[src/rtl/rca16_seq.sv]
// Sequential W-bit adder: one registered 4-bit RCA slice reused nibble by nibble, LSB first.
// Latency 2*NIBBLES edges from accepted start to done; start outside IDLE is dropped (no queuing).

module RCA_4bits (
    input  logic       clk,
    input  logic       enable,
    input  logic [3:0] A,
    input  logic [3:0] B,
    input  logic       Cin,
    output logic [4:0] Q
);
    logic [4:0] q_q, q_d;

    always_comb begin
        q_d = q_q;
        if (enable) begin
            q_d = {1'b0, A} + {1'b0, B} + {4'b0000, Cin};
        end
    end

    always_ff @(posedge clk) begin
        q_q <= q_d;
    end

    assign Q = q_q;
endmodule

module rca16_seq #(
    parameter int NIBBLES = 4
) (
    input  logic                 clk,
    input  logic                 rst_n,
    input  logic                 start,
    input  logic [4*NIBBLES-1:0] A,
    input  logic [4*NIBBLES-1:0] B,
    input  logic                 Cin,
    output logic                 busy,
    output logic                 done,
    output logic [4*NIBBLES-1:0] S,
    output logic                 Cout,
    output logic                 ovf
);
    localparam int W  = 4 * NIBBLES;
    localparam int IW = (NIBBLES > 1) ? $clog2(NIBBLES) : 1;
    localparam logic [IW-1:0] LAST_IDX = IW'(NIBBLES - 1);

    typedef enum logic [1:0] {
        ST_IDLE    = 2'd0,
        ST_ISSUE   = 2'd1,
        ST_CAPTURE = 2'd2,
        ST_DONE    = 2'd3
    } state_t;

    state_t          state_q, state_d;
    logic [W-1:0]    a_q, a_d, b_q, b_d;
    logic [W-1:0]    psum_q, psum_d;
    logic [W-1:0]    s_q, s_d;
    logic [IW-1:0]   idx_q, idx_d;
    logic            carry_q, carry_d;
    logic            cout_q, cout_d;
    logic            ovf_q, ovf_d;
    logic            done_q, done_d;

    logic            rca_en;
    logic [3:0]      rca_a, rca_b;
    logic            rca_cin;
    logic [4:0]      rca_q;
    logic [3:0]      nib_a, nib_b;

    RCA_4bits u_rca (
        .clk    (clk),
        .enable (rca_en),
        .A      (rca_a),
        .B      (rca_b),
        .Cin    (rca_cin),
        .Q      (rca_q)
    );

    always_comb begin
        nib_a = 4'b0000;
        nib_b = 4'b0000;
        for (int i = 0; i < NIBBLES; i++) begin
            if (idx_q == IW'(i)) begin
                nib_a = a_q[i*4 +: 4];
                nib_b = b_q[i*4 +: 4];
            end
        end
    end

    always_comb begin
        state_d = state_q;
        a_d     = a_q;
        b_d     = b_q;
        psum_d  = psum_q;
        s_d     = s_q;
        idx_d   = idx_q;
        carry_d = carry_q;
        cout_d  = cout_q;
        ovf_d   = ovf_q;
        done_d  = 1'b0;
        rca_en  = 1'b0;
        rca_a   = 4'b0000;
        rca_b   = 4'b0000;
        rca_cin = 1'b0;

        case (state_q)
            ST_IDLE: begin
                if (start) begin
                    a_d     = A;
                    b_d     = B;
                    carry_d = Cin;
                    idx_d   = '0;
                    psum_d  = '0;
                    state_d = ST_ISSUE;
                end
            end
            ST_ISSUE: begin
                rca_en  = 1'b1;
                rca_a   = nib_a;
                rca_b   = nib_b;
                rca_cin = carry_q;
                state_d = ST_CAPTURE;
            end
            ST_CAPTURE: begin
                for (int i = 0; i < NIBBLES; i++) begin
                    if (idx_q == IW'(i)) begin
                        psum_d[i*4 +: 4] = rca_q[3:0];
                    end
                end
                carry_d = rca_q[4];
                if (idx_q != LAST_IDX) begin
                    idx_d   = idx_q + 1'b1;
                    state_d = ST_ISSUE;
                end else begin
                    // Final slice: publish the sum assembled this very edge.
                    s_d     = psum_d;
                    cout_d  = rca_q[4];
                    ovf_d   = (a_q[W-1] == b_q[W-1]) && (psum_d[W-1] != a_q[W-1]);
                    done_d  = 1'b1;
                    state_d = ST_DONE;
                end
            end
            ST_DONE: begin
                state_d = ST_IDLE;
            end
            default: begin
                state_d = ST_IDLE;
            end
        endcase
    end

    always_ff @(posedge clk) begin
        if (!rst_n) begin
            state_q <= ST_IDLE;
            a_q     <= '0;
            b_q     <= '0;
            psum_q  <= '0;
            s_q     <= '0;
            idx_q   <= '0;
            carry_q <= 1'b0;
            cout_q  <= 1'b0;
            ovf_q   <= 1'b0;
            done_q  <= 1'b0;
        end else begin
            state_q <= state_d;
            a_q     <= a_d;
            b_q     <= b_d;
            psum_q  <= psum_d;
            s_q     <= s_d;
            idx_q   <= idx_d;
            carry_q <= carry_d;
            cout_q  <= cout_d;
            ovf_q   <= ovf_d;
            done_q  <= done_d;
        end
    end

    assign busy = (state_q == ST_ISSUE) || (state_q == ST_CAPTURE);
    assign done = done_q;
    assign S    = s_q;
    assign Cout = cout_q;
    assign ovf  = ovf_q;
endmodule

[config.mk]
export PLATFORM = sky130hd
export DESIGN_NAME = rca16_seq
export DESIGN_NICKNAME = d
export VERILOG_FILES = /design/src/rtl/rca16_seq.sv
export SDC_FILE = /design/constraint.sdc
export NUM_CORES = 1
export LEC_CHECK = 0
export CAP_MARGIN = 30
export CORE_MARGIN = 4
export CORE_UTILIZATION = 30
export DETAILED_ROUTE_END_ITERATION = 12
export SYNTH_ARGS = -nofsm -noshare
export SYNTH_HDL_FRONTEND = slang
export SYNTH_SLANG_ARGS = --single-unit
[constraint.sdc]
create_clock -name clk -period 2.6 [get_ports clk]
set_input_delay 0.52 -clock clk [delete_from_list [all_inputs] [get_ports clk]]
set_output_delay 0.52 -clock clk [all_outputs]
set_load 0.05 [all_outputs]
## Yosys cells after proc, flatten, opt, wreduce, memory -nomap -nowiden

Index checks and enable logic that the tools add are counted.

- Register bits: 77
- Bits of input ports: 36
- Output and inout port bits: 20
- Word-level logic and storage cells: 64

- Add/sub/neg operators: 3
- Equal/unequal tests: 11
- Mux-type cells: 28
- Bitwise logic cells: 1
- Reductions and logical operators: 10

Operators with widths:

| operator | count |
|---|---|
| two-way mux 4 bit | 15 |
| one-hot mux 16 bit (2 select lines) | 1 |
| two-way mux 16 bit | 1 |
| == test 2 bit (second input constant) | 4 |
| two-way mux 2 bit | 4 |
| one-hot mux 2 bit (4 select lines) | 1 |
| AND reduction 2 bit | 4 |
| inequality test 2 bit (second input constant) | 3 |
| adder 4 x 4 -> 5 bit | 1 |
| adder 5 x 1 -> 5 bit | 1 |
| == test 2 x 1 -> 1 bit (second input constant) | 2 |
| zero test 2 bit | 2 |
| two-way mux 1 bit | 4 |
| one-hot mux 2 bit (2 select lines) | 1 |
| AND reduction 3 bit | 1 |
| adder 2 x 1 -> 2 bit (second input constant) | 1 |
| one-hot mux 1 bit (2 select lines) | 1 |
| nonzero test 2 bit | 1 |
| == test 1 bit | 1 |
| logical AND 1 bit | 1 |
| logical OR 1 bit | 1 |
| inequality test 1 bit | 1 |
| NOT 1 bit | 1 |

## Depth between registers and ports, before layout

Gate-level depths: netlist (run 1).

- Depth after elaboration: 8
- Mapped depth: 12
- Depth with buffers taken out: 10

## Hierarchy

A second synthesis (run 1) with hierarchy kept.

- Cell total of the unflattened synthesis: 380
- Area total of the unflattened synthesis: 3344.5 sq um

Modules (own cells, without submodules):

| module | times used | cells each | area an instance (sq um) | sequential area each (sq um) |
|---|---|---|---|---|
| rca16_seq | 1 | 359 | 3050.4 | 1361.3 |
| RCA_4bits | 1 | 21 | 294.0 | 150.1 |

## Worst setup path before layout (run 1)

OpenSTA, ideal clock, no wires.

- Path kind: flip-flop to flip-flop
- Start: register idx_q[0]
- End: register u_rca.q_q[4], in the netlist u_rca.Q[4], data pin
- Setup time: 254 ps
- Arrival: 2455 ps
- Required time: 2346 ps
- Path slack: -109 ps
- Cell stages (with the launch flop): 13
- Path buffers: 2
- Period minus slack after synthesis: 2709 ps
- Path through: dfxtp_1 > inv_1 > ha_1 > buf_6 > nor2b_4 > buf_6 > a221o_1 > a32oi_1 > fa_1 > inv_1 > fa_1 > a21o_1 > a21o_1

- Word-level cells in the longest chain between the ends: 8
- Elaborated cells between the ends (all ways): 16
- Those cells by class: add/sub: 2; eq/ne: 3; mux: 10; reduce/logical: 1

Ends and longest elaborated chain:

| item | RTL line | text |
|---|---|---|
| from (decl) | 58 | `logic [IW-1:0] idx_q, idx_d;` |
| from (signal assigned) | 170 | `idx_q <= idx_d;` |
| zero test 2 bit | 83 | `if (idx_q == IW'(i)) begin` |
| two-way mux 4 bit (4 in series) | 83 |  |
| two-way mux 4 bit | 106 | `case (state_q)` |
| adder 4 x 4 -> 5 bit * | 17 | `q_d = {1'b0, A} + {1'b0, B} + {4'b0000, Cin};` |
| adder 5 x 1 -> 5 bit * | 17 |  |
| to (signal assigned) | 22 | `q_q <= q_d;` |
| to (decl) | 12 | `logic [4:0] q_q, q_d;` |

Every way passes the cells marked *; elsewhere a longest branch is shown, timed or not.
A chain may end at the register's enable or synchronous reset.

## Worst setup path after layout (run 1)

Ends and elaborated chain as after synthesis.

==> results of run 1 <==
state kept, by name, indices dropped and copies added (netlist names):
register  flops
carry_q       1
state_q       2
a_q          16
b_q          16
psum_q       12
idx_q         2
u_rca.Q       5
S            16
done          1
ovf           1
Cout          1
timing repair:
item | in CTS | in global routing
setup endpoints to repair | 1 | 2
resized for setup | 1 | 6
buffers inserted | 0 | 2
pin swaps | 0 | 2
synthesized netlist by cell type:
library cell and instances:
edfxtp_1 5, mux2_4 1, inv_1 11, and2_1 3, nor2b_4 1, nand2b_1 1
a211oi_2 11, a32oi_1 2, ha_1 10, clkbuf_1 11, o221a_2 1, a31oi_4 3
a21oi_1 44, dfxtp_1 68, a21o_1 2, buf_6 8, o32ai_1 2, nand3b_1 1
xor2_1 2, fa_1 2, a211oi_1 2, a221o_1 2, and3_1 1, buf_4 5
nor2b_1 1, a311oi_1 1, o22ai_1 12, buf_2 5, mux2i_2 1, mux2i_1 13
nand3_1 9, o31ai_1 6, nor2_1 21, a22oi_1 1, and3b_1 1, nand2b_2 1
inv_2 1, o21ai_0 1, nand2_1 95, a221oi_1 6
routing by layer:
layer	GRT usage, %	up-vias	share of wire (%)
met1	16.42	1217	46
met5	0	-	0
met3	2.918	14	5.5
met2	20.53	75	47
met4	3.800	0	1.6
li1	-	1399	-
power by group:
group / leakage, uW / internal [uW] / total, uW / switching, uW
Combinational: 0.000863 / 271 / 670 / 399
Clock: 0.0000867 / 399 / 796 / 397
Sequential: 0.000603 / 1230 / 1320 / 84.0
worst max-delay path: cells and delay by family (launching register included):
family                     cells  cell delay, ns
AOI/OAI and AO/OA              4            0.84
and+or+nand+nor                1            0.16
buffers and inverters          2            0.10
DFF                            1            0.38
adders and majority gates      3            0.77
worst min-delay path by stage:
| stage | from | endpoint | cells after the start |
|---|---|---|---|
| after global placement | a_q[1] | a_q[1] | 2 |
| final | b_q[8] | b_q[8] | 2 |
| after CTS | a_q[8] | a_q[8] | 2 |
| after detailed placement | a_q[8] | a_q[8] | 2 |
| after global routing | a_q[0] | a_q[0] | 2 |
| after floorplan | a_q[1] | a_q[1] | 2 |
layout make-up:
| type | instances | area (sq um) |
|---|---|---|
| clock buffer | 14 | 162.7 |
| clock inverter | 2 | 12.51 |
| fill | 1110 | 6655 |
| inverter | 12 | 45.04 |
| multi-input combinational | 260 | 1648 |
| sequential | 73 | 1519 |
| tap | 140 | 175.2 |
| timing repair buffer | 71 | 670.6 |
metrics by stage:
step / util (%) / setup WS (ns)
finish: 38.88 / 0.1108
global placement: 36.92 / 0.09430
floorplan: - / -0.01924
CTS: 38.55 / 0.02496
global route: 38.88 / 0.01032
detailed placement: 36.92 / -0.02956
kinds of logic (layout without fill, tap and decap cells):
kind of cell,Yosys count,in the layout
AOI/OAI and AO/OA,96,96
xor gates and xnor gates,2,2
adders and majority gates,12,12
buffers and inverters,41,99
DFF,73,73
muxes,15,15
and+or+nand+nor,135,135
==> results.json, run 1 <==
{
  "synthSimpleGateAreaFrac_pct": 16.57,
  "fin_setup_tns_ns": 0,
  "cts_tree": "built",
  "worstHoldPathType": "register to register",
  "clock_sinks": 73,
  "die_h_um": 113.8,
  "finalClockSkew_ns": 0.008589,
  "p_per_area_mw_per_mm2": 658.0,
  "grt_pass1_vias": 2716,
  "synth_top_family_by_area": "compound AO/OA/AOI/OAI gates",
  "area_delta_synth_final_pct": 25.95,
  "start_util_pct": 30.87,
  "core_sq_mm": 0.01089,
  "portBuffers": 55,
  "leakagePower_uw": 0.001553,
  "yosysTopAreaCell": "dfxtp_1",
  "vias_per_cell": 4.729,
  "critPathMaxFanout": 8,
  "drt_wl_total_um": 7941,
  "ys_ff_latch": 73,
  "layout_common_cells": "nand2_1 (95), dfxtp_1 (66), clkdlybuf4s50_1 (55)",
  "syn_inst": 374,
  "crit_start": "idx_q[0]",
  "grt_first_pass_wirelength_um": 13010,
  "die-area_sq_mm": 0.01296,
  "crit_required_ns": 2.69,
  "final_nets": 475,
  "rsz0062_at_grt": "false",
  "grt_max_degree": 37,
  "synth_compound_area_share_pct": 21.18,
  "layout_commonest_cell": "nand2_1",
  "vias": 2705,
  "ant_nets": 0,
  "peakVddDrop_mv": 0.2585,
  "max_slew_margin_pct": 56.15,
  "synthTopCellsByArea": "dfxtp_1 (41%), nand2_1 (11%), a21oi_1 (6.6%), edfxtp_1 (4.5%), a211oi_2 (4.1%)",
  "ioPinCount": 56,
  "r2r-start": "idx_q[0]",
  "synthAdderAreaFrac_pct": 4.914,
  "die_w_um": 113.8,
  "final_layout_size_suffix_gt1_share_pct": 13.89,
  "outcome": "finished, final reports clean",
  "cp-start-kind": "register",
  "dpl.hpwl_um": 5836,
  "cts_buffers": 9,
  "fin_area_sq_mm": 0.004233,
  "yosys_warnings": 0,
  "min_period_over_period_pct": 95.74,
  "worstPathCellList": "inv_2, ha_2, nor2b_4, a221o_1, a32oi_2, fa_2, inv_1, fa_2, a21o_1, a21o_1",
  "cp-end-kind": "register",
  "muxShareOfSynthArea_pct": 4.728,
  "synth_seq_area_share_pct": 44.97,
  "synth_xor_area_share_pct": 0.5212,
  "clk_latency_ns": 0.34,
  "firstDrtPassIters": 4,
  "wl_per_cell_um": 13.88,
  "clock.fmax_ghz": 0.4017,
  "max-cap-violations": 0,
  "critical_path_class": "register to register",
  "worstMarginPinSlew_ns": 0.6567,
  "r2r_end": "u_rca.Q[4]",
  "avgSynthCellArea_sq_um": 8.986,
  "instances_no_fill": 572,
  "setup_viol": 0,
  "slowest_delay_ns": 0.38,
  "final_hold_viol_count": 0,
  "htreeDepth": 3,
  "report.final.slew_viol_count": 0,
  "crit_arrival_ns": 2.58,
  "r2r_setup_slack_ns": 0.11,
  "cts_hold_buf": 0,
  "placed_area_sq_mm": 0.004020,
  "endpoint": "u_rca.Q[4]",
  "reg2reg_depth": 10,
  "grt_usage_pct": 12.52,
  "insertedDiodeCount": 0,
  "layout_min_cycle_time_ns": 2.489,
  "rows": 38,
  "grt_overflow": 0,
  "clk_pin_slew_worst_paths_ns": 0.08,
  "cts-root-buf": "clkbuf_8",
  "drt_iter0_drc": 171,
  "synth_top_area_share_pct": 40.51,
  "globalplace.congestion": 0.8142,
  "clock_tree.buffer_depth": 2,
  "synth_nets": 422,
  "synth_area_sq_mm": 0.003361,
  "dp_cells": 554,
  "antenna_found_initial": 0,
  "ys_types": 40,
  "drc": 0,
  "power.total_uw": 2785,
  "slowest_stage": "dfxtp_4",
  "whs_ns": 0.4624
}
No activity file was read; power rests on OpenSTA's default activity.
==> inputs of run 2 (changes only) <==
--- a/config.mk
+++ b/config.mk
@@ -11,4 +11,5 @@
 export DETAILED_ROUTE_END_ITERATION = 12
 export SYNTH_ARGS = -nofsm -noshare
 export SYNTH_HDL_FRONTEND = slang
+export SYNTH_HIERARCHICAL = 1
 export SYNTH_SLANG_ARGS = --single-unit
==> results.json, run 2 <==
{
  "outcome": "finished, final reports clean",
  "synth_top_area_share_pct": 40.70,
  "grt_usage_pct": 12.59,
  "layout_common_cells": "nand2_1 (106), dfxtp_1 (66), clkdlybuf4s50_1 (54)",
  "crit_arrival_ns": 1.90,
  "grt_pass1_vias": 2786,
  "die-area_sq_mm": 0.01290,
  "cts_buffers": 9,
  "switching_share_pct": 27.45,
  "dpl.hpwl_um": 5779,
  "wl_per_cell_um": 13.34,
  "ys_ff_latch": 73,
  "cts-root-buf": "clkbuf_8",
  "syn_inst": 380,
  "peakVddDrop_mv": 0.2549,
  "yosysMostFrequentCell": "nand2_1",
  "critPathMaxFanout": 4,
  "placed_area_sq_mm": 0.004038,
  "leakagePower_uw": 0.001711,
  "yosys_warnings": 6,
  "fillers": 1107,
  "synth_flop_cell": "dfxtp_1",
  "drc": 0,
  "layout_commonest_cell": "nand2_1",
  "die_w_um": 113.6,
  "synth_nets": 429,
  "portBuffers": 55,
  "p_clk_share_pct": 31.8,
  "cts_tree": "built",
  "synth_seq_area_share_pct": 45.19,
  "synthTopCellsByArea": "dfxtp_1 (41%), nand2_1 (12%), a21boi_0 (7.6%), edfxtp_1 (4.5%), mux2i_1 (4.5%)",
  "final_layout_size_suffix_gt1_share_pct": 8.776,
  "worstMarginPinSlew_ns": 0.7363,
  "clk_pin_slew_worst_paths_ns": 0.07,
  "pwr-share-seq_pct": 51.8,
  "power_frac_comb_pct": 16.4,
  "cp-end-kind": "output port",
  "rows": 38,
  "synth_area_sq_mm": 0.003344,
  "antenna_found_initial": 0,
  "report.final.slew_viol_count": 0,
  "min_period_over_period_pct": 93.26,
  "ys_types": 35,
  "finalClockSkew_ns": 0.005384,
  "worstHoldPathType": "register to register",
  "clock_sinks": 73,
  "clk_latency_ns": 0.34,
  "drt_iter0_drc": 100,
  "ys_async_sr_fraction_pct": 0,
  "ioPinCount": 56,
  "grt_first_pass_wirelength_um": 13090,
  "die_h_um": 113.6,
  "insertedDiodeCount": 0,
  "fin_setup_tns_ns": 0,
  "grt_overflow": 0,
  "max_slew_margin_pct": 50.91,
  "p_sw_uw": 667.3,
  "clock.fmax_ghz": 0.4124,
  "critical_path_class": "register to output port",
  "multiInputGateArea_sq_mm": 0.001668,
  "drt_wl_total_um": 7645,
  "final_nets": 479,
  "start_util_pct": 30.72,
  "core_sq_mm": 0.01089,
  "globalplace.congestion": 0.8891,
  "yosysTopAreaCell": "dfxtp_1",
  "vias": 2682,
  "sequential_cell_area_sq_mm": 0.001514,
  "final_hold_viol_count": 0,
  "p_per_area_mw_per_mm2": 575.3,
  "layout_min_cycle_time_ns": 2.425,
  "setup_viol": 0,
  "synthTopCellsByCount": "nand2_1 (106), dfxtp_1 (68), a21boi_0 (34), mux2i_1 (15)",
  "vias_per_cell": 4.681,
  "avgSynthCellArea_sq_um": 8.801,
  "internal-power_uw": 1764,
  "clock_tree.buffer_depth": 2,
  "synth-edff-count": 5,
  "ant_nets": 0,
  "cp-start-kind": "register",
  "fin_area_sq_mm": 0.004225,
  "r2r_setup_slack_ns": 0.20,
  "htreeDepth": 3,
  "firstDrtPassIters": 4,
  "area_delta_synth_final_pct": 26.34,
  "whs_ns": 0.4679,
  "grt_max_degree": 44,
  "crit_required_ns": 2.08,
  "max-cap-violations": 0
}
## run 2: worst max-delay path, cell delays in order (launching register included)
cell	delay, ns
dfxtp_1	0.39
inv_1	0.10
ha_1	0.28
clkdlybuf4s50_1	0.80
## run 2: power by group through the flow
stage / clock (uW) / sequential [uW] / combinational [uW]
4_1_cts: 802 / 1260 / 401
2_1_floorplan: 0 / 1260 / 286
3_3_place_gp: 0 / 1280 / 395
3_5_place_dp: 0 / 1290 / 400
6_report: 772 / 1260 / 399
5_1_grt: 841 / 1270 / 452
## run 2: routing by layer
metal  vias to the layer above  part of all wire (%)  GRT usage, %  wire length [um]
li1                       1404                     -             -                 -
met1                      1212                    45         15.83              3478
met2                        58                    49         20.85              3716
met3                         8                   4.8         3.448               364
met4                         0                   1.1         4.247                86
met5                         -                     0             0                 0
## run 2: area by class of cell
class	instances	share of cell area, %
multi-input cells	266	39.47
flip-flops and latches	73	35.83
repair buffers	69	15.69
well taps	140	4.146
clock buffers	13	3.761
inverters	11	0.9772
clock inverters	1	0.1184
## run 2: what timing repair did
| item | CTS | global route |
|---|---|---|
| setup endpoints to repair | 0 | 4 |
| hold buffers | 0 | 0 |
| gates resized for setup | 0 | 9 |
| endpoints found under the hold margin | 0 | 0 |
| buffers inserted | 0 | 0 |
## run 2: metrics by stage
step	power, uW	std cells	util, %	setup slack, ns
final	2431	573	38.81	0.1752
after global placement	1679	559	37.08	0.1673
after CTS	2463	573	38.59	0.04656
after detailed placement	1685	559	37.08	0.06586
after floorplan	1543	380	-	0.01585
after global routing	2561	573	38.81	-0.0005003
## run 2: path summary, 6_finish.rpt
| check | startpoint | to | cells after the start |
|---|---|---|---|
| setup / recovery | state_q[0] | busy | 3 |
| hold / removal | a_q[3] | a_q[3] | 2 |
| setup reg to reg | idx_q[0] | u_rca/Q[4] | 11 |
| hold reg to reg | a_q[3] | a_q[3] | 2 |
## run 2: kinds of logic (layout without fill, tap and decap cells)
kind of cell             after synthesis  count (layout)  share of synthesized area, %
AO/OA/AOI/OAI                         89              89                         20.24
multiplexers                          16              16                         4.826
AND/OR/NAND/NOR                      146             146                         18.33
buffers and inverters                 41              94                         5.574
XOR/XNOR                               2               2                        0.5239
flip-flops                            73              73                         45.19
adder cells (fa/ha/maj)               13              13                         5.312
==> inputs of run 3 (changes only) <==
--- a/config.mk
+++ b/config.mk
@@ -9,6 +9,7 @@
 export CORE_MARGIN = 4
 export CORE_UTILIZATION = 30
 export DETAILED_ROUTE_END_ITERATION = 12
+export SETUP_SLACK_MARGIN = 0.4
 export SYNTH_ARGS = -nofsm -noshare
 export SYNTH_HDL_FRONTEND = slang
 export SYNTH_HIERARCHICAL = 1
==> results.json, run 3 (synthesis results as in run 2) <==
{
  "outcome": "finished, final reports clean",
  "grt_usage_pct": 12.38,
  "ant_nets": 0,
  "p_per_area_mw_per_mm2": 569.5,
  "wl_met3_um": 406,
  "dpl.hpwl_um": 5859,
  "cp-end-kind": "register",
  "top_layer_used": "met4",
  "reg2reg_depth": 12,
  "crit_arrival_ns": 2.37,
  "area_delta_synth_final_pct": 33.15,
  "worstHoldPathCells": 2,
  "r2r-start": "idx_q[0]",
  "dp_cells": 557,
  "final_hold_viol_count": 0,
  "finalClockSkew_ns": 0.005905,
  "grt_pass1_vias": 2706,
  "r2r_end": "u_rca/Q[4]",
  "clock.fmax_ghz": 0.4405,
  "leakagePower_uw": 0.001783,
  "vias_per_cell": 4.738,
  "grt_first_pass_wirelength_um": 12910,
  "final_nets": 484,
  "max_slew_margin_pct": 65.71,
  "firstDrtPassIters": 4,
  "cts-root-buf": "clkbuf_8",
  "clk_pin_slew_worst_paths_ns": 0.07,
  "cp-start-kind": "register",
  "drc": 0,
  "fin_setup_tns_ns": 0,
  "die-area_sq_mm": 0.01290,
  "power.total_uw": 2536,
  "r2r_setup_slack_ns": 0.33,
  "antenna_found_initial": 0,
  "peakVddDrop_mv": 0.2663,
  "core_sq_mm": 0.01089,
  "rsz0062_at_grt": "true",
  "min_to": "b_q[7]",
  "critPathMaxFanout": 6,
  "max-cap-violations": 0,
  "worstPathCellList": "inv_4, ha_4, nor2b_4, buf_6, a221oi_4, o31ai_4, fa_2, inv_2, fa_2, nor2b_1, o21ai_1, nand2b_1",
  "drt_iter0_drc": 125,
  "drt_wl_total_um": 7923,
  "clk_latency_ns": 0.35,
  "die_w_um": 113.6,
  "fillers": 1130,
  "grt_max_degree": 33,
  "slowest_stage": "dfxtp_4",
  "start_util_pct": 30.72,
  "globalplace.congestion": 0.8462,
  "worstMarginPinSlew_ns": 0.5143,
  "htreeDepth": 3,
  "insertedDiodeCount": 0,
  "critical_path_class": "register to register",
  "layout_min_cycle_time_ns": 2.270,
  "instances_no_fill": 580,
  "crit_required_ns": 2.70,
  "wl_met1_um": 3645,
  "layout_common_cells": "nand2_1 (106), dfxtp_1 (66), clkdlybuf4s50_1 (53)",
  "die_h_um": 113.6,
  "min_period_over_period_pct": 87.31,
  "ioPinCount": 56,
  "path_common_cell": "fa_2",
  "final_layout_size_suffix_gt1_share_pct": 14.32,
  "clock_sinks": 73,
  "final_util_pct": 40.90,
  "crit_start": "idx_q[0]",
  "wl_per_cell_um": 13.66,
  "layout_commonest_cell": "nand2_1",
  "grt_overflow": 0,
  "hold_start": "b_q[7]",
  "worstHoldPathType": "register to register",
  "cts_buffers": 9,
  "rows": 38,
  "cp.buffers_inverters": 3,
  "cts_tree": "built",
  "setup_viol": 0,
  "clock_tree.buffer_depth": 2,
  "critical_path.top_delay_family": "adder cells",
  "vias": 2748,
  "portBuffers": 55,
  "slowest_delay_ns": 0.39,
  "wl_met2_um": 3832,
  "report.final.slew_viol_count": 0
}
## run 3: stage by stage
step	worst slack [ns]	cell area, sq um	hold WS (ns)
6_report	0.3300	4453	0.4587
5_1_grt	0.2135	4453	0.4900
4_1_cts	0.3015	4333	0.4636
3_5_place_dp	0.2207	4078	0.4540
3_3_place_gp	0.2528	4078	0.4551
2_1_floorplan	0.2335	3413	0.4349
## run 3: per-layer routing
| layer | vias to the layer above | track usage, % |
|---|---|---|
| met3 | 5 | 3.820 |
| met5 | - | 0 |
| met2 | 67 | 20.57 |
| li1 | 1406 | - |
| met1 | 1270 | 15.94 |
| met4 | 0 | 2.484 |
## run 3: cell type report
cell class	instances	area, sq um	area share, %
Timing Repair Buffer	74	719.4	16.16
Multi-Input combinational cell	266	1802	40.46
Tap cell	140	175.2	3.934
Clock inverter	4	25.02	0.5620
Sequential cell	73	1519	34.11
Clock buffer	12	166.4	3.737
Inverter	11	46.29	1.040
## run 3: timing repair
action | CTS | global route
pin swaps | 7 | 8
resized for setup | 11 | 18
hold buffers | 0 | 0
endpoints found under the setup margin | 5 | 5
buffers inserted | 3 | 4
## run 3: worst reg2reg max path: stages, from the launching register on
cell      delay (ns)
dfxtp_4         0.39
inv_4           0.05
ha_4            0.15
nor2b_4         0.12
buf_6           0.13
a221oi_4        0.29
o31ai_4         0.08
fa_2            0.35
inv_2           0.07
fa_2            0.19
nor2b_1         0.04
o21ai_1         0.11
nand2b_1        0.06
## run 3: worst max-delay path by stage
stage / to / cells past startpoint
detailed placement: u_rca/Q[4] / 12
finish: u_rca/Q[4] / 12
CTS: u_rca/Q[4] / 12
global placement: u_rca/Q[4] / 12
floorplan: u_rca/Q[4] / 13
global route: u_rca/Q[4] / 12
## run 3: report_power, final
group          total [uW]  switching [uW]  internal (uW)
Clock                 834             406            427
Combinational         437             245            192
Sequential           1270            64.3           1200
Total                2540             716           1820
